## src/rtl/lsu.sv

```systemverilog
// Load/store unit: passes ALU results through and runs one req/gnt/rvalid data-bus access at a time.
// Optional misaligned-access trap enabled by defining LSU_MISALIGN_TRAP_EN.
module lsu #(
   parameter int REG_BUS_WIDTH      = 32,
   parameter int REG_ADDR_BUS_WIDTH = 5
) (
   input  logic                          clk,
   input  logic                          rst_n,
   input  logic                          mem_re_i,
   input  logic                          mem_we_i,
   input  logic [2:0]                    mem_funct3_i,
   input  logic [REG_BUS_WIDTH-1:0]      mem_addr_i,
   input  logic [REG_BUS_WIDTH-1:0]      mem_wdata_i,
   input  logic                          rd_we_i,
   input  logic [REG_BUS_WIDTH-1:0]      rd_data_i,
   input  logic [REG_ADDR_BUS_WIDTH-1:0] rd_addr_i,
   output logic                          rd_we_o,
   output logic [REG_BUS_WIDTH-1:0]      rd_data_o,
   output logic [REG_ADDR_BUS_WIDTH-1:0] rd_addr_o,
   output logic                          dbus_req_o,
   output logic                          dbus_we_o,
   output logic [REG_BUS_WIDTH-1:0]      dbus_addr_o,
   output logic [3:0]                    dbus_be_o,
   output logic [REG_BUS_WIDTH-1:0]      dbus_wdata_o,
   input  logic                          dbus_gnt_i,
   input  logic                          dbus_rvalid_i,
   input  logic [REG_BUS_WIDTH-1:0]      dbus_rdata_i,
   input  logic [5:0]                    stall_i,
   input  logic [3:0]                    flush_i,
   output logic                          stall_req_o,
   output logic                          misalign_o,
   output logic [2:0]                    dbg_state_o
);

   typedef enum logic [2:0] {
      S_IDLE  = 3'd0,
      S_REQ   = 3'd1,
      S_RESP  = 3'd2,
      S_DONE  = 3'd3,
      S_DRAIN = 3'd4
   } state_t;

   localparam logic [1:0] SZ_B = 2'd0;
   localparam logic [1:0] SZ_H = 2'd1;
   localparam logic [1:0] SZ_W = 2'd2;

   state_t                   r_state;
   logic                     r_we;
   logic [REG_BUS_WIDTH-1:0] r_addr;
   logic [3:0]               r_be;
   logic [REG_BUS_WIDTH-1:0] r_wdata;
   logic [1:0]               r_lane;
   logic [1:0]               r_size;
   logic                     r_uns;
   logic [REG_BUS_WIDTH-1:0] r_buf;

   logic [1:0]               w_size;
   logic                     w_uns;
   logic [1:0]               w_lane;
   logic [3:0]               w_be;
   logic [REG_BUS_WIDTH-1:0] w_wdata;
   logic [REG_BUS_WIDTH-1:0] w_aligned;
   logic [REG_BUS_WIDTH-1:0] w_ext;
   logic [7:0]               w_byte;
   logic [15:0]              w_half;
   logic                     w_mop;
   logic                     w_idle;
   logic                     w_flush;
   logic                     w_misalign;
   logic                     w_issue;
   logic                     w_in_req;
   logic                     w_unused;

   // Size decode; unused funct3 codes fall back to a word access. Lane bits
   // a word or half cannot use are masked so the access always goes out aligned.
   always_comb begin
      w_size = SZ_W;
      w_uns  = 1'b0;
      case (mem_funct3_i)
         3'b000: w_size = SZ_B;
         3'b001: w_size = SZ_H;
         3'b100: begin w_size = SZ_B; w_uns = 1'b1; end
         3'b101: begin w_size = SZ_H; w_uns = 1'b1; end
         default: ;
      endcase
      w_lane = mem_addr_i[1:0];
      if (w_size == SZ_W) w_lane = 2'b00;
      else if (w_size == SZ_H) w_lane[0] = 1'b0;
      case (w_size)
         SZ_B: begin
            w_be    = 4'b0001 << w_lane;
            w_wdata = {4{mem_wdata_i[7:0]}};
         end
         SZ_H: begin
            w_be    = w_lane[1] ? 4'b1100 : 4'b0011;
            w_wdata = {2{mem_wdata_i[15:0]}};
         end
         default: begin
            w_be    = 4'b1111;
            w_wdata = mem_wdata_i;
         end
      endcase
   end

`ifdef LSU_MISALIGN_TRAP_EN
   assign w_misalign = ((w_size == SZ_H) && mem_addr_i[0]) ||
                       ((w_size == SZ_W) && (mem_addr_i[1:0] != 2'b00));
`else
   assign w_misalign = 1'b0;
`endif

   assign w_aligned = {mem_addr_i[REG_BUS_WIDTH-1:2], 2'b00};
   assign w_mop     = mem_re_i | mem_we_i;
   assign w_idle    = (r_state == S_IDLE);
   assign w_in_req  = (r_state == S_REQ);
   assign w_flush   = flush_i[3];
   // rst_n is active-high here: nothing issues while reset is held.
   assign w_issue   = ~rst_n & w_idle & w_mop & ~w_flush & ~w_misalign;

   always_comb begin
      w_byte = dbus_rdata_i[{r_lane, 3'b000} +: 8];
      w_half = r_lane[1] ? dbus_rdata_i[31:16] : dbus_rdata_i[15:0];
      case (r_size)
         SZ_B:    w_ext = {{24{~r_uns & w_byte[7]}}, w_byte};
         SZ_H:    w_ext = {{16{~r_uns & w_half[15]}}, w_half};
         default: w_ext = dbus_rdata_i;
      endcase
   end

   always_ff @(posedge clk) begin
      if (rst_n) begin
         r_state <= S_IDLE;
         r_we    <= 1'b0;
         r_addr  <= '0;
         r_be    <= '0;
         r_wdata <= '0;
         r_lane  <= '0;
         r_size  <= SZ_W;
         r_uns   <= 1'b0;
         r_buf   <= '0;
      end else begin
         case (r_state)
            S_IDLE: if (w_issue) begin
               r_we    <= mem_we_i;
               r_addr  <= w_aligned;
               r_be    <= w_be;
               r_wdata <= w_wdata;
               r_lane  <= w_lane;
               r_size  <= w_size;
               r_uns   <= w_uns;
               r_state <= dbus_gnt_i ? S_RESP : S_REQ;
            end
            // A grant coinciding with a flush still leaves a response in flight.
            S_REQ: if (dbus_gnt_i) r_state <= w_flush ? S_DRAIN : S_RESP;
                   else if (w_flush) r_state <= S_IDLE;
            S_RESP: if (w_flush) r_state <= dbus_rvalid_i ? S_IDLE : S_DRAIN;
                    else if (dbus_rvalid_i) begin
                       r_buf   <= w_ext;
                       r_state <= S_DONE;
                    end
            S_DONE: if (w_flush || !stall_i[4]) r_state <= S_IDLE;
            S_DRAIN: if (dbus_rvalid_i) r_state <= S_IDLE;
            default: r_state <= S_IDLE;
         endcase
      end
   end

   assign dbus_req_o   = w_issue | w_in_req;
   assign dbus_we_o    = w_in_req ? r_we    : (w_issue ? mem_we_i  : 1'b0);
   assign dbus_addr_o  = w_in_req ? r_addr  : (w_issue ? w_aligned : '0);
   assign dbus_be_o    = w_in_req ? r_be    : (w_issue ? w_be      : 4'b0000);
   assign dbus_wdata_o = w_in_req ? r_wdata : (w_issue ? w_wdata   : '0);

   assign stall_req_o = w_issue | w_in_req | (r_state == S_RESP) | (r_state == S_DRAIN);
   assign misalign_o  = ~rst_n & w_idle & w_mop & w_misalign;

   assign rd_we_o   = (w_idle & ~w_mop) ? rd_we_i :
                      (r_state == S_DONE) ? (rd_we_i & ~r_we & ~w_flush) : 1'b0;
   assign rd_data_o = (r_state == S_DONE) ? r_buf : rd_data_i;
   assign rd_addr_o = rd_addr_i;

   assign dbg_state_o = r_state;
   assign w_unused    = ^{stall_i[5], stall_i[3:0], flush_i[2:0]};

endmodule

```

## config.mk

```make
export PLATFORM = sky130hd
export DESIGN_NAME = lsu
export DESIGN_NICKNAME = d
export VERILOG_FILES = /design/src/rtl/lsu.sv
export SDC_FILE = /design/constraint.sdc
export NUM_CORES = 1
export LEC_CHECK = 0
export CAP_MARGIN = 10
export CORE_AREA = 2 2 93 162
export CTS_BUF_LIST = sky130_fd_sc_hd__clkbuf_8
export CTS_CLUSTER_DIAMETER = 40
export DETAILED_ROUTE_END_ITERATION = 8
export DIE_AREA = 0 0 95 164
export GPL_TIMING_DRIVEN = 0
export MAX_ROUTING_LAYER = met4
export PLACE_DENSITY_LB_ADDON = 0.12
export SLEW_MARGIN = 25
export SYNTH_ARGS = -nofsm -noshare
export SYNTH_HDL_FRONTEND = slang
export SYNTH_SLANG_ARGS = --single-unit
```

## constraint.sdc

```tcl
create_clock -name clk -period 4.7 [get_ports clk]
set_input_delay 0.94 -clock clk [delete_from_list [all_inputs] [get_ports clk]]
set_output_delay 0.94 -clock clk [all_outputs]
set_load 0.1 [all_outputs]
```

Word level (Yosys, flattened, before mapping). Index checks and enable logic that the tools add are counted.

Multiplexer cells: 32. Bitwise logic cells: 17. Equality and inequality tests: 15. Reduce and logical (&&, ||, !) cells: 12. Shift-type cells: 2.

Operators by type and width (count): 32-bit 2-to-1 mux (5); 32-bit one-hot mux with 2 select lines (2); 32-bit by 6-bit indexed part select with 8-bit output (1); 3-bit 2-to-1 mux (9); 16-bit 2-to-1 mux (1); 3-bit one-hot mux with 5 select lines (1); 4-bit 2-to-1 mux (3); 3-bit equality test (second input constant) (3); 1-bit AND (8); 1-bit 2-to-1 mux (8); 4-bit one-hot mux with 2 select lines (1); 3-bit by 1-bit equality test with 1-bit output (second input constant) (2); 3-bit by 2-bit equality test with 1-bit output (second input constant) (2); 3-bit zero test (2); 3-bit inequality test (second input constant) (2); 2-bit OR reduction (3); 1-bit NOT (5); 5-bit AND reduction (1); 2-bit by 1-bit equality test with 1-bit output (second input constant) (2); 2-bit zero test (2); 2-bit inequality test (second input constant) (2); 1-bit bitwise OR (4); 2-bit one-hot mux with 2 select lines (1); 1-bit by 2-bit << shifter with 4-bit output (first input constant) (1); 7 further kinds (7).

Word-level logic and storage cells: 87. Bits in registers: 107. Bits of input ports: 153.

Logic depth before layout (Yosys ltp). Gate-level depths: netlist of the first run.

Depth after elaboration: 10. Gate-level depth with buffers: 7. Mapped depth without buffers: 4.

Least setup slack after synthesis of the first run. No wires, ideal clock.

Path kind: input-to-output. Start point: input flush_i[3]. End point: output dbus_wdata_o[10]. Cell stages on the path: 5. Data arrival time: 4.065 ns. Data required time: 3.760 ns. Buffers on the path: 3. Path slack: -0.305 ns. Path through: clkbuf_1 or4_1 buf_2 buf_6 o21ai_0.

Longest elaborated chain between the ends: 4.

RTL lines: start, declared (line 29) `input logic [3:0] flush_i,`; 1-bit NOT (no source line); 1-bit AND (line 118) `assign w_issue = ~rst_n & w_idle & w_mop & ~w_flush & ~w_misalign;`; 32-bit 2-to-1 mux (2 in series) (line 172) `assign dbus_wdata_o = w_in_req ? r_wdata : (w_issue ? w_wdata : '0);`; end, declared (line 24) `output logic [REG_BUS_WIDTH-1:0] dbus_wdata_o,`.

No other way between the ends.

Worst setup path after layout of the first run.
Start point: input mem_we_i. End point: output dbus_req_o.

Longest elaborated chain between the ends: 4.

RTL lines: start, declared (line 10) `input logic mem_we_i,`; 1-bit bitwise OR (line 113) `assign w_mop = mem_re_i | mem_we_i;`; 1-bit AND; 1-bit AND (line 118); 1-bit bitwise OR (line 168) `assign dbus_req_o = w_issue | w_in_req;`; end, declared (line 20) `output logic dbus_req_o,`.

No other way between the ends.

==> results by group, run 1 <==
Critical path
  – Crit start category: input pin
  – FF-to-FF setup slack: 2.41 ns
  – Worst R2R Path Depth: 6
  – Critical Path Slowest Stage Cell: clkdlybuf4s50_1
  – Crit-path cells: clkdlybuf4s50_1 > nor2_1 > or4_1 > buf_2 > buf_6 > o21ai_0 > clkdlybuf4s50_1
  – Crit path kind: input pin to primary output
  – CP required: 3.76 ns
  – CP arrival: 3.65 ns
  – Worst path max stage delay: 1.16 ns
  – Worst Setup End Kind: primary output
  – CP dominant cell by count: clkdlybuf4s50_1
  – RR Startpoint: r_lane[1]
  – Worst-path fanout max: 10
  – Worst flop-to-flop path endpoint: r_buf[25]

Yosys
  – Async SR Flop Fraction: 0
  – Sequential share of the synthesized area: 0.372
  – Area contributors post-synth: dfxtp_1 (37%), nand2_1 (17%), mux2_2 (7.8%)
  – Synth Instances: 772
  – Post-synth top flop: dfxtp_1
  – Avg Inst Size Synth: 7.45 sq um
  – Number of synthesized register bits: 107
  – Yosys cell types: 46
  – Yosys warning count: 0
  – Mapped Area: 5750 sq um
  – Yosys top cell area share: 0.372
  – EDFF count, synth: 0
  – Top cell type by total area after synthesis: dfxtp_1

GRT
  – Initial antenna violation count: 0
  – Gr usage total: 0.261
  – First-pass GRT wire length: 30.5 mm
  – Number of global-route vias before repair: 6,113
  – Largest net degree at the start of global routing: 20
  – Total grt overflow: 0

STA
  – Setup Skew: 0.00927 ns
  – Hold Fails Final Rpt: 0
  – RSZ-0062 raised after global routing: false
  – Crit path time final: 4.59 ns
  – Maximum clock frequency: 0.218 GHz
  – Count of final max-slew check failures: 0
  – Final period utilization: 0.976
  – Final worst slack: 0.112 ns
  – Setup TNS: 0 ns
  – Max_slew headroom: 0.323
  – Worst Max-Slew Pin Slew: 1.02 ns
  – Endpoints failing setup: 0

Cells and area
  – Layout cells sized above 1: 0.0956
  – Area Overhead vs Synth: 48.5%
  – Final Util: 0.598
  – Final nets: 1,184
  – N_diodes: 0
  – Final non-filler cell total: 1,216

CTS
  – Clock Latency Late Sink: 0.37 ns
  – CTS Sinks: 107
  – H-tree levels: 3
  – CTS tree: done
  – CTS buffer count: 9
  – Clock root cell: clkbuf_8
  – Number of setup buffers added after CTS: 0
  – Clock-pin slew on the worst setup and hold paths: 0.11 ns
  – Bufs on Longest Clock Path: 2

Floorplan
  – Initial Utilization: 0.403
  – Row count: 58
  – Die Wd: 95 microns
  – CORE AREA: 14,300 sq um
  – Die height: 164 microns
  – I/O pin total: 266
  – Die area: 15,600 sq um

Placement
  – DP Worst Slack: -0.202 ns
  – Detailed Place HPWL: 16.0 mm
  – Routability cong.: 0.957
  – Buffers on Ports: 246
  – # placed instances: 1,200

Power and ir drop
  – Sw Ratio: 0.517
  – Worst vdd ir: 0.000284 V
  – Power share of the combinational group: 0.534
  – P_int: 1680 uW
  – Clk network pwr share: 0.160
  – Leakage: 0.00369 uW
  – Total power: 3490 uW
  – Power per Cell Area: 408 nW/um^2
  – Psw: 1800 uW
  – Register share of total power: 0.306

Drt
  – Drt pass-1 iters: 5
  – Vias/cell: 5.14
  – Initial DRC count: 299
  – DRT antenna net count: 0
  – Via count: 6,252
  – Drt total wl: 20.0 mm
  – Drt drc: 0
  – Routed WL per cell: 16.4 microns

Worst hold path
  – Sink of the worst hold path: r_addr[23]
  – Hold Path Class: flop to flop
  – Hold Path Origin: r_addr[23]
  – Worst Hold Path Cells: 2

Run status
  – Status: complete, no violations

Job
  – Max-Cap Viols: 0
-- power groups by stage --
stage               registers (uW)  clock network (uW)  logic (uW)
floorplan                     1130                   0        1350
finish                        1070                 557        1860
CTS                           1070                 571        1870
global placement              1080                   0        1920
detailed placement            1090                   0        1920
global route                  1080                 601        1960
-- sequential cells by signal (all words and copies together) (netlist names) --
register	count
r_buf	32
r_addr	30
r_lane	2
r_uns	1
r_size	2
r_wdata	32
r_be	4
dbg_state_o	3
r_we	1
-- cells in the mapped netlist (all sizes together) (2+ instances only) --
library cell	count
clkbuf	37
and2	7
mux2i	35
a21oi	83
nand3	5
buf	31
a211oi	16
or3	3
nor2b	3
o21ai	52
o211ai	3
nand2	265
dfxtp	107
nor3	2
a2bb2oi	7
mux2	40
inv	4
nor4b	2
nor2	25
or4	3
a221oi	2
nand2b	12
and3	2
nand3b	3
a32o	7
o22ai	2
-- worst max-delay path by stage --
stage | cells past startpoint | slack [ns] | startpoint | endpoint
finish | 7 | 0.11 | mem_we_i | dbus_req_o
global route | 7 | 0.002 | mem_we_i | dbus_addr_o[18]
CTS | 7 | 0.01 | mem_we_i | dbus_wdata_o[15]
detailed placement | 8 | -0.20 | mem_we_i | dbus_wdata_o[30]
global placement | 8 | -0.19 | mem_re_i | dbus_wdata_o[30]
floorplan | 5 | -0.31 | flush_i[3] | dbus_wdata_o[10]
-- cells in the final DEF, fill, tap and decap left out, drive strengths merged, types with 10 or more instances in the layout --
| cell type | Yosys | layout |
|---|---|---|
| a211oi | 16 | 16 |
| mux2 | 40 | 40 |
| clkdlybuf4s50 | 0 | 179 |
| dfxtp | 107 | 107 |
| nand2b | 12 | 12 |
| clkdlybuf4s15 | 0 | 10 |
| mux2i | 35 | 35 |
| o21ai | 52 | 52 |
| buf | 31 | 31 |
| nand2 | 265 | 265 |
| clkbuf | 37 | 53 |
| nor2 | 25 | 25 |
| a21oi | 83 | 83 |
| dlygate4sd2 | 0 | 48 |
-- critical path: cells and delay by family --
kind,cells,cell delay (ns)
buffers and inverters,4,2.04
AND/OR/NAND/NOR,2,0.59
AO/OA/AOI/OAI,1,0.08
-- cell type report --
cell class,count,area [sq um]
timing repair buffer,246,2370
clock buffer,9,124
multi-input combinational,595,3280
tap,180,225
fill,1396,5750
sequential,107,2140
inverter,4,15.0
clock inverter,7,60.1
buffer,68,327
-- routing by layer --
metal / vias up / track usage / routed length, microns
met3: 40 / 0.0431 / 1220
met5: - / - / 0
li1: 3130 / - / -
met1: 2857 / 0.267 / 7380
met4: 0 / 0.105 / 656
met2: 225 / 0.484 / 10800
-- cells by family after synthesis --
logic type,share of synthesized area
AO/OA/AOI/OAI,0.184
multiplexers,0.139
flip-flops,0.372
AND/OR/NAND/NOR,0.244
buffers and inverters,0.0594
other,0.000652
-- stage by stage --
stage	hold slack, ns	area (sq um)
2_1_floorplan	0.437	5760
3_3_place_gp	0.441	8450
3_5_place_dp	0.447	8450
4_1_cts	0.462	8550
5_1_grt	0.478	8540
6_report	0.462	8540
-- timing repair --
action | 4_1_cts | 5_1_grt
hold buffers | 0 | 0
endpoints found under the setup margin | 65 | 19
resized for setup | 65 | 26
Note: power is estimated with default switching activity, not from simulation.
==> run 2, diff against run 1 <==
Settings changed: PLACE_DENSITY set to 0.79, PLACE_DENSITY_LB_ADDON 0.12 to unset, SLEW_MARGIN 25 to 20.
==> run 2 against run 1 <==
- flip-flop and latch count is the same
- final cell count unchanged
- clock power grew 5.9%
- first-iteration DRC count down 18%
- cell area increased by 0.75%
- sequential share of layout area decreased by 0.19 points
- utilization is 0.45 points higher
- clock skew is 0.0061 ns higher
- worst setup slack worse by 0.037 ns
- worst hold slack worse by 0.00090 ns
==> results by group, run 2 (same netlist as run 1, synthesis figures left out) <==
Drt
  – Initial DRC count: 244 (-18%)
  – Drt drc: 0 (unchanged)
  – Drt pass-1 iters: 5 (unchanged)
  – Drt total wl: 20.3 mm (+1.6%)
  – Via count: 6,303 (+0.82%)
  – DRT antenna net count: 0 (unchanged)
  – Routed WL per cell: 16.7 microns (+1.6%)
  – Vias/cell: 5.18 (+0.82%)

GRT
  – Gr usage total: 0.265 (+0.00394)
  – Total grt overflow: 0 (unchanged)
  – Largest net degree at the start of global routing: 19 (-5.0%)
  – First-pass GRT wire length: 31.0 mm (+1.7%)
  – Number of global-route vias before repair: 6,227 (+1.9%)
  – Initial antenna violation count: 0 (unchanged)

Critical path
  – FF-to-FF setup slack: 2.50 ns (+0.09 ns)
  – Worst Setup End Kind: primary output
  – CP arrival: 3.69 ns (+0.04 ns)
  – CP required: 3.76 ns (about the same)
  – Worst-path fanout max: 10 (unchanged)
  – Crit path kind: input pin to primary output
  – Crit start category: input pin

Placement
  – Detailed Place HPWL: 16.2 mm (+1.2%)
  – # placed instances: 1,200 (unchanged)
  – Routability cong.: 0.936 (-2.1%)
  – DP Worst Slack: -0.131 ns (+0.0712 ns)
  – Buffers on Ports: 246 (unchanged)
  – Post-DP Area: 8450 sq um (unchanged)

STA
  – Maximum clock frequency: 0.216 GHz (-0.80%)
  – Count of final max-slew check failures: 0 (unchanged)
  – Worst Max-Slew Pin Slew: 1.06 ns (+0.0446 ns)
  – Crit path time final: 4.63 ns (+0.0370 ns)
  – Final period utilization: 0.984 (+0.00787)
  – Max_slew headroom: 0.289 (-0.0336)
  – Fin Hold WS: 0.461 ns (-0.000901 ns)
  – Setup Skew: 0.0153 ns (+0.00607 ns)
  – Endpoints failing setup: 0 (unchanged)
  – Setup TNS: 0 ns (unchanged)
  – RSZ-0062 raised after global routing: false
  – Hold Fails Final Rpt: 0 (unchanged)
  – Final worst slack: 0.0746 ns (-0.0370 ns)

CTS
  – Number of setup buffers added after CTS: 0 (unchanged)
  – Clock root cell: clkbuf_8
  – Bufs on Longest Clock Path: 2 (unchanged)
  – CTS Sinks: 107 (unchanged)
  – CTS tree: done
  – Hold buffers post-CTS: 0 (unchanged)
  – Clock Latency Late Sink: 0.38 ns (about the same)
  – H-tree levels: 3 (unchanged)
  – CTS buffer count: 9 (unchanged)
  – Clock-pin slew on the worst setup and hold paths: 0.11 ns (about the same)

Cells and area
  – # fillers: 1,368 (-2.0%)
  – Final non-filler cell total: 1,216 (unchanged)
  – Design area: 8610 sq um (+0.75%)
  – Layout cells sized above 1: 0.0888 (-0.00676)
  – Commonest non-fill, non-tap cell in the layout: nand2_1
  – Register Area: 2140 sq um (unchanged)
  – Leading registers by flop count: r_buf (32), r_wdata (32), r_addr (30)
  – Area Overhead vs Synth: 49.6%
  – N_diodes: 0 (unchanged)
  – Final nets: 1,184 (unchanged)
  – Most frequent cells in the layout: nand2_1 (265), clkdlybuf4s50_1 (181), dfxtp_1 (107), a21oi_1 (82), dlygate4sd2_1 (54)
  – Multi-input logic area: 3280 sq um (unchanged)

Worst hold path
  – Hold Path Class: flop to flop

Run status
  – Status: complete, no violations

Floorplan
  – I/O pin total: 266 (unchanged)
  – CORE AREA: 14,300 sq um (unchanged)
  – Die Wd: 95 microns (unchanged)
  – Die height: 164 microns (unchanged)
  – Row count: 58 (unchanged)
  – Die area: 15,600 sq um (unchanged)
  – Initial Utilization: 0.403 (unchanged)

Power and ir drop
  – Power per Cell Area: 411 nW/um^2 (+0.59%)
  – Leakage: 0.00386 uW (+4.7%)
  – Worst vdd ir: 0.000236 V (-17%)

Job
  – Max-Cap Viols: 0 (unchanged)
## run 2: routing by layer
metal  track usage  vias to the layer above  share of wire
met1         0.258                     2853           0.35
met2         0.489                      263           0.53
met4         0.138                        0          0.051
met5             -                        -              0
li1              -                     3132              -
met3        0.0450                       55          0.064
## run 2: worst max-delay path, cell delays in order
cell	delay [ns]
clkdlybuf4s50_1	0.47
nor2_1	0.10
or4_1	0.48
buf_2	0.21
buf_6	0.17
o21ai_1	0.12
clkdlybuf4s50_1	1.18
## run 2: final cells by class
class / count / area share
sequential: 107 / 0.249
timing repair buffer: 246 / 0.281
inverter: 4 / 0.00174
clock buffer: 9 / 0.0144
multi-input combinational: 595 / 0.381
clock inverter: 7 / 0.00858
buffer: 68 / 0.0379
tap: 180 / 0.0262
## run 2: power breakdown
group	internal (uW)	switching, uW
Combinational	481	1390
Clock	251	339
Sequential	1010	60.7
## run 2: final timing paths
| kind | endpoint | depth (start not counted) | start |
|---|---|---|---|
| setup reg to reg | r_buf[27] | 6 | r_lane[1] |
| hold / removal | r_addr[18] | 2 | r_addr[18] |
| setup / recovery | dbus_wdata_o[15] | 7 | mem_we_i |
| hold reg to reg | r_addr[18] | 2 | r_addr[18] |
## run 2: stage by stage
step / utilization / total power, uW
after floorplan: - / 2480
after CTS: 0.600 / 3550
after detailed placement: 0.591 / 3010
after global routing: 0.602 / 3690
final: 0.602 / 3530
after global placement: 0.591 / 3000
## run 2: what timing repair did
action | 4_1_cts | 5_1_grt
setup endpoints to repair | 54 | 11
gates cloned | 0 | 0
resized for setup | 54 | 11
==> run 3, diff against run 2 <==
Settings changed: CORE_AREA 2 2 93 162 to 2 2 88 153, DIE_AREA 0 0 95 164 to 0 0 90 155, PLACE_DENSITY 0.79 to 0.87.
==> run 3 against run 2 <==
- die area decreased by 10%
- critical path depth increased by 1
- final cell count down 0.74%
- cell area about the same
- combinational power barely moved
- utilization rose by 7.0 points
- via count up 3.0%
- worst hold slack improved by 0.0025 ns
- wire length rose by 1.3%
- sequential share of layout area about the same
- clock power fell by 3%
- worst setup slack gained 0.041 ns
- critical path type unchanged
- critical endpoint is now dbus_wdata_o[30]
- largest power group unchanged
- highest routed layer unchanged
==> results by group, run 3 (same netlist as run 1, synthesis figures left out) <==
GRT
  – Largest net degree at the start of global routing: 21 (+2)
  – Gr usage total: 0.295 (+0.0305)
  – Initial antenna violation count: 0 (unchanged)
  – First-pass GRT wire length: 32.3 mm (+4.3%)
  – Total grt overflow: 0 (unchanged)
  – Number of global-route vias before repair: 6,493 (+4.3%)

Cells and area
  – Design area: 8600 sq um (about the same)
  – Final Util: 0.672 (+0.0700)
  – Register Area: 2140 sq um (unchanged)
  – Final non-filler cell total: 1,207 (-0.74%)
  – Area Overhead vs Synth: 49.5% (about the same)
  – Commonest non-fill, non-tap cell in the layout: nand2_1
  – Multi-input logic area: 3280 sq um (unchanged)
  – # fillers: 1,084 (-21%)
  – Most frequent cells in the layout: nand2_1 (265), clkdlybuf4s50_1 (179), dfxtp_1 (107), a21oi_1 (82)
  – N_diodes: 0 (unchanged)
  – Leading registers by flop count: r_buf (32), r_wdata (32), r_addr (30)
  – Final nets: 1,184 (unchanged)
  – Layout cells sized above 1: 0.0898 (+0.000965)

Placement
  – Routability cong.: 1.01 (+8.0%)
  – Buffers on Ports: 246 (unchanged)
  – # placed instances: 1,191 (-0.75%)
  – Post-DP Area: 8440 sq um (-0.13%)
  – Detailed Place HPWL: 16.0 mm (-0.69%)

STA
  – Worst Max-Slew Pin Slew: 1.04 ns (-0.0198 ns)
  – Crit path time final: 4.58 ns (-0.0412 ns)
  – Final period utilization: 0.975 (-0.00876)
  – Setup Skew: 0.0131 ns (-0.00226 ns)
  – Maximum clock frequency: 0.218 GHz (+0.90%)
  – Max_slew headroom: 0.303 (+0.0132)
  – Count of final max-slew check failures: 0 (unchanged)
  – Endpoints failing setup: 0 (unchanged)
  – Hold Fails Final Rpt: 0 (unchanged)
  – Fin Hold WS: 0.464 ns (+0.00254 ns)
  – RSZ-0062 raised after global routing: false

Drt
  – Drt total wl: 20.6 mm (+1.3%)
  – Vias/cell: 5.38 (+3.7%)
  – Initial DRC count: 270 (+11%)
  – Drt drc: 0 (unchanged)
  – Via count: 6,490 (+3.0%)
  – Routed WL per cell: 17.1 microns (+2.1%)
  – Drt pass-1 iters: 5 (unchanged)
  – DRT antenna net count: 0 (unchanged)

CTS
  – CTS buffer count: 9 (unchanged)
  – Number of setup buffers added after CTS: 0 (unchanged)
  – CTS Sinks: 107 (unchanged)
  – Clock-pin slew on the worst setup and hold paths: 0.11 ns (about the same)
  – H-tree levels: 3 (unchanged)
  – Clock Latency Late Sink: 0.38 ns (about the same)
  – Clock root cell: clkbuf_8
  – Bufs on Longest Clock Path: 2 (unchanged)
  – CTS tree: done

Critical path
  – Worst-path fanout max: 10 (unchanged)
  – Worst flop-to-flop path endpoint: r_buf[21]
  – Critical Path Slowest Stage Cell: dlygate4sd2_1
  – CP dominant cell by count: nand2_1
  – FF-to-FF setup slack: 2.49 ns (about the same)
  – CP arrival: 3.64 ns (-0.05 ns)
  – CP top delay family: buffers and inverters
  – Crit path from: mem_we_i
  – Worst R2R Path Depth: 6 (unchanged)
  – Crit start category: input pin
  – Worst Setup End Kind: primary output
  – Worst path max stage delay: 0.87 ns (-0.31 ns)
  – Crit path kind: input pin to primary output
  – Crit-path cells: clkdlybuf4s50_1 > nor2_1 > nor4_4 > buf_2 > buf_4 > nand2_1 > nand2_1 > dlygate4sd2_1
  – CP required: 3.76 ns (about the same)
  – Buf/Inv on CP: 4 (unchanged)
  – RR Startpoint: r_lane[1]

Job
  – Max-Cap Viols: 0 (unchanged)

Floorplan
  – Die area: 14,000 sq um (-10%)
  – Row count: 55 (-5.2%)
  – I/O pin total: 266 (unchanged)
  – Die Wd: 90 microns (-5.3%)
  – Die height: 155 microns (-5.5%)
  – CORE AREA: 12,800 sq um (-10%)
  – Initial Utilization: 0.450 (+0.0471)

Worst hold path
  – Worst Hold Path Cells: 2 (unchanged)
  – Hold Path Class: flop to flop
  – Hold Path Origin: r_wdata[31]
  – Sink of the worst hold path: r_wdata[31]

Power and ir drop
  – Leakage: 0.00390 uW (+0.86%)
  – Worst vdd ir: 0.000259 V (+9.9%)
  – Total power: 3530 uW (-0.19%)
  – Power per Cell Area: 410 nW/um^2 (-0.13%)

Run status
  – Status: complete, no violations
-- run 3: changes by cell type in the layout (fill, tap and decap cells not counted), moves of 2 or more --
cell | previous run | this run
clkdlybuf4s15_1 | 0 | 3
clkdlybuf4s50_1 | 181 | 179
clkinv_2 | 2 | 0
clkinv_4 | 0 | 3
dlygate4sd2_1 | 54 | 49
dlymetal6s2s_1 | 11 | 14
-- run 3: worst max-delay path by stage --
stage | to | depth (start not counted)
floorplan | dbus_wdata_o[10] | 5
global placement | dbus_wdata_o[10] | 7
detailed placement | dbus_wdata_o[31] | 7
CTS | dbus_we_o | 7
global route | dbus_wdata_o[0] | 7
finish | dbus_wdata_o[30] | 8
-- run 3: layer usage --
layer / global-route usage / vias to the layer above / routed length [microns]
met1: 0.294 / 2966 / 7400
met4: 0.181 / 0 / 1240
met3: 0.0441 / 92 / 1120
li1: - / 3139 / -
met2: 0.538 / 293 / 10800
met5: - / - / 0
-- run 3: power breakdown --
part           internal, uW  switching [uW]  total, uW  leakage [uW]
registers              1010            59.5       1070      0.000870
clock network           208             365        574     0.0000991
logic                   482            1400       1890       0.00293
-- run 3: worst min-delay path: cells and delay by family (launching register included) --
family / cells / cell delay, ns
DFF: 1 / 0.33
AOI/OAI and AO/OA: 1 / 0.05
and+or+nand+nor: 1 / 0.05
-- run 3: cell type report --
class,instances,share of cell area
clock inverter,7,0.00829
multi-input combinational,595,0.381
tap,171,0.0249
buffer,68,0.0380
timing repair buffer,246,0.283
sequential,107,0.249
inverter,4,0.00175
clock buffer,9,0.0144
-- run 3: repair_timing --
action | in CTS | in global routing
hold buffers | 0 | 0
gates resized for setup | 53 | 19
endpoints found under the setup margin | 53 | 18
gates cloned | 0 | 0
-- run 3: per-stage QoR --
stage / setup slack, ns / setup TNS (ns)
2_1_floorplan: -0.305 / -3.97
3_3_place_gp: -0.128 / -2.19
3_5_place_dp: -0.147 / -3.47
4_1_cts: 0.00511 / 0
5_1_grt: 0.00651 / 0
6_report: 0.116 / 0
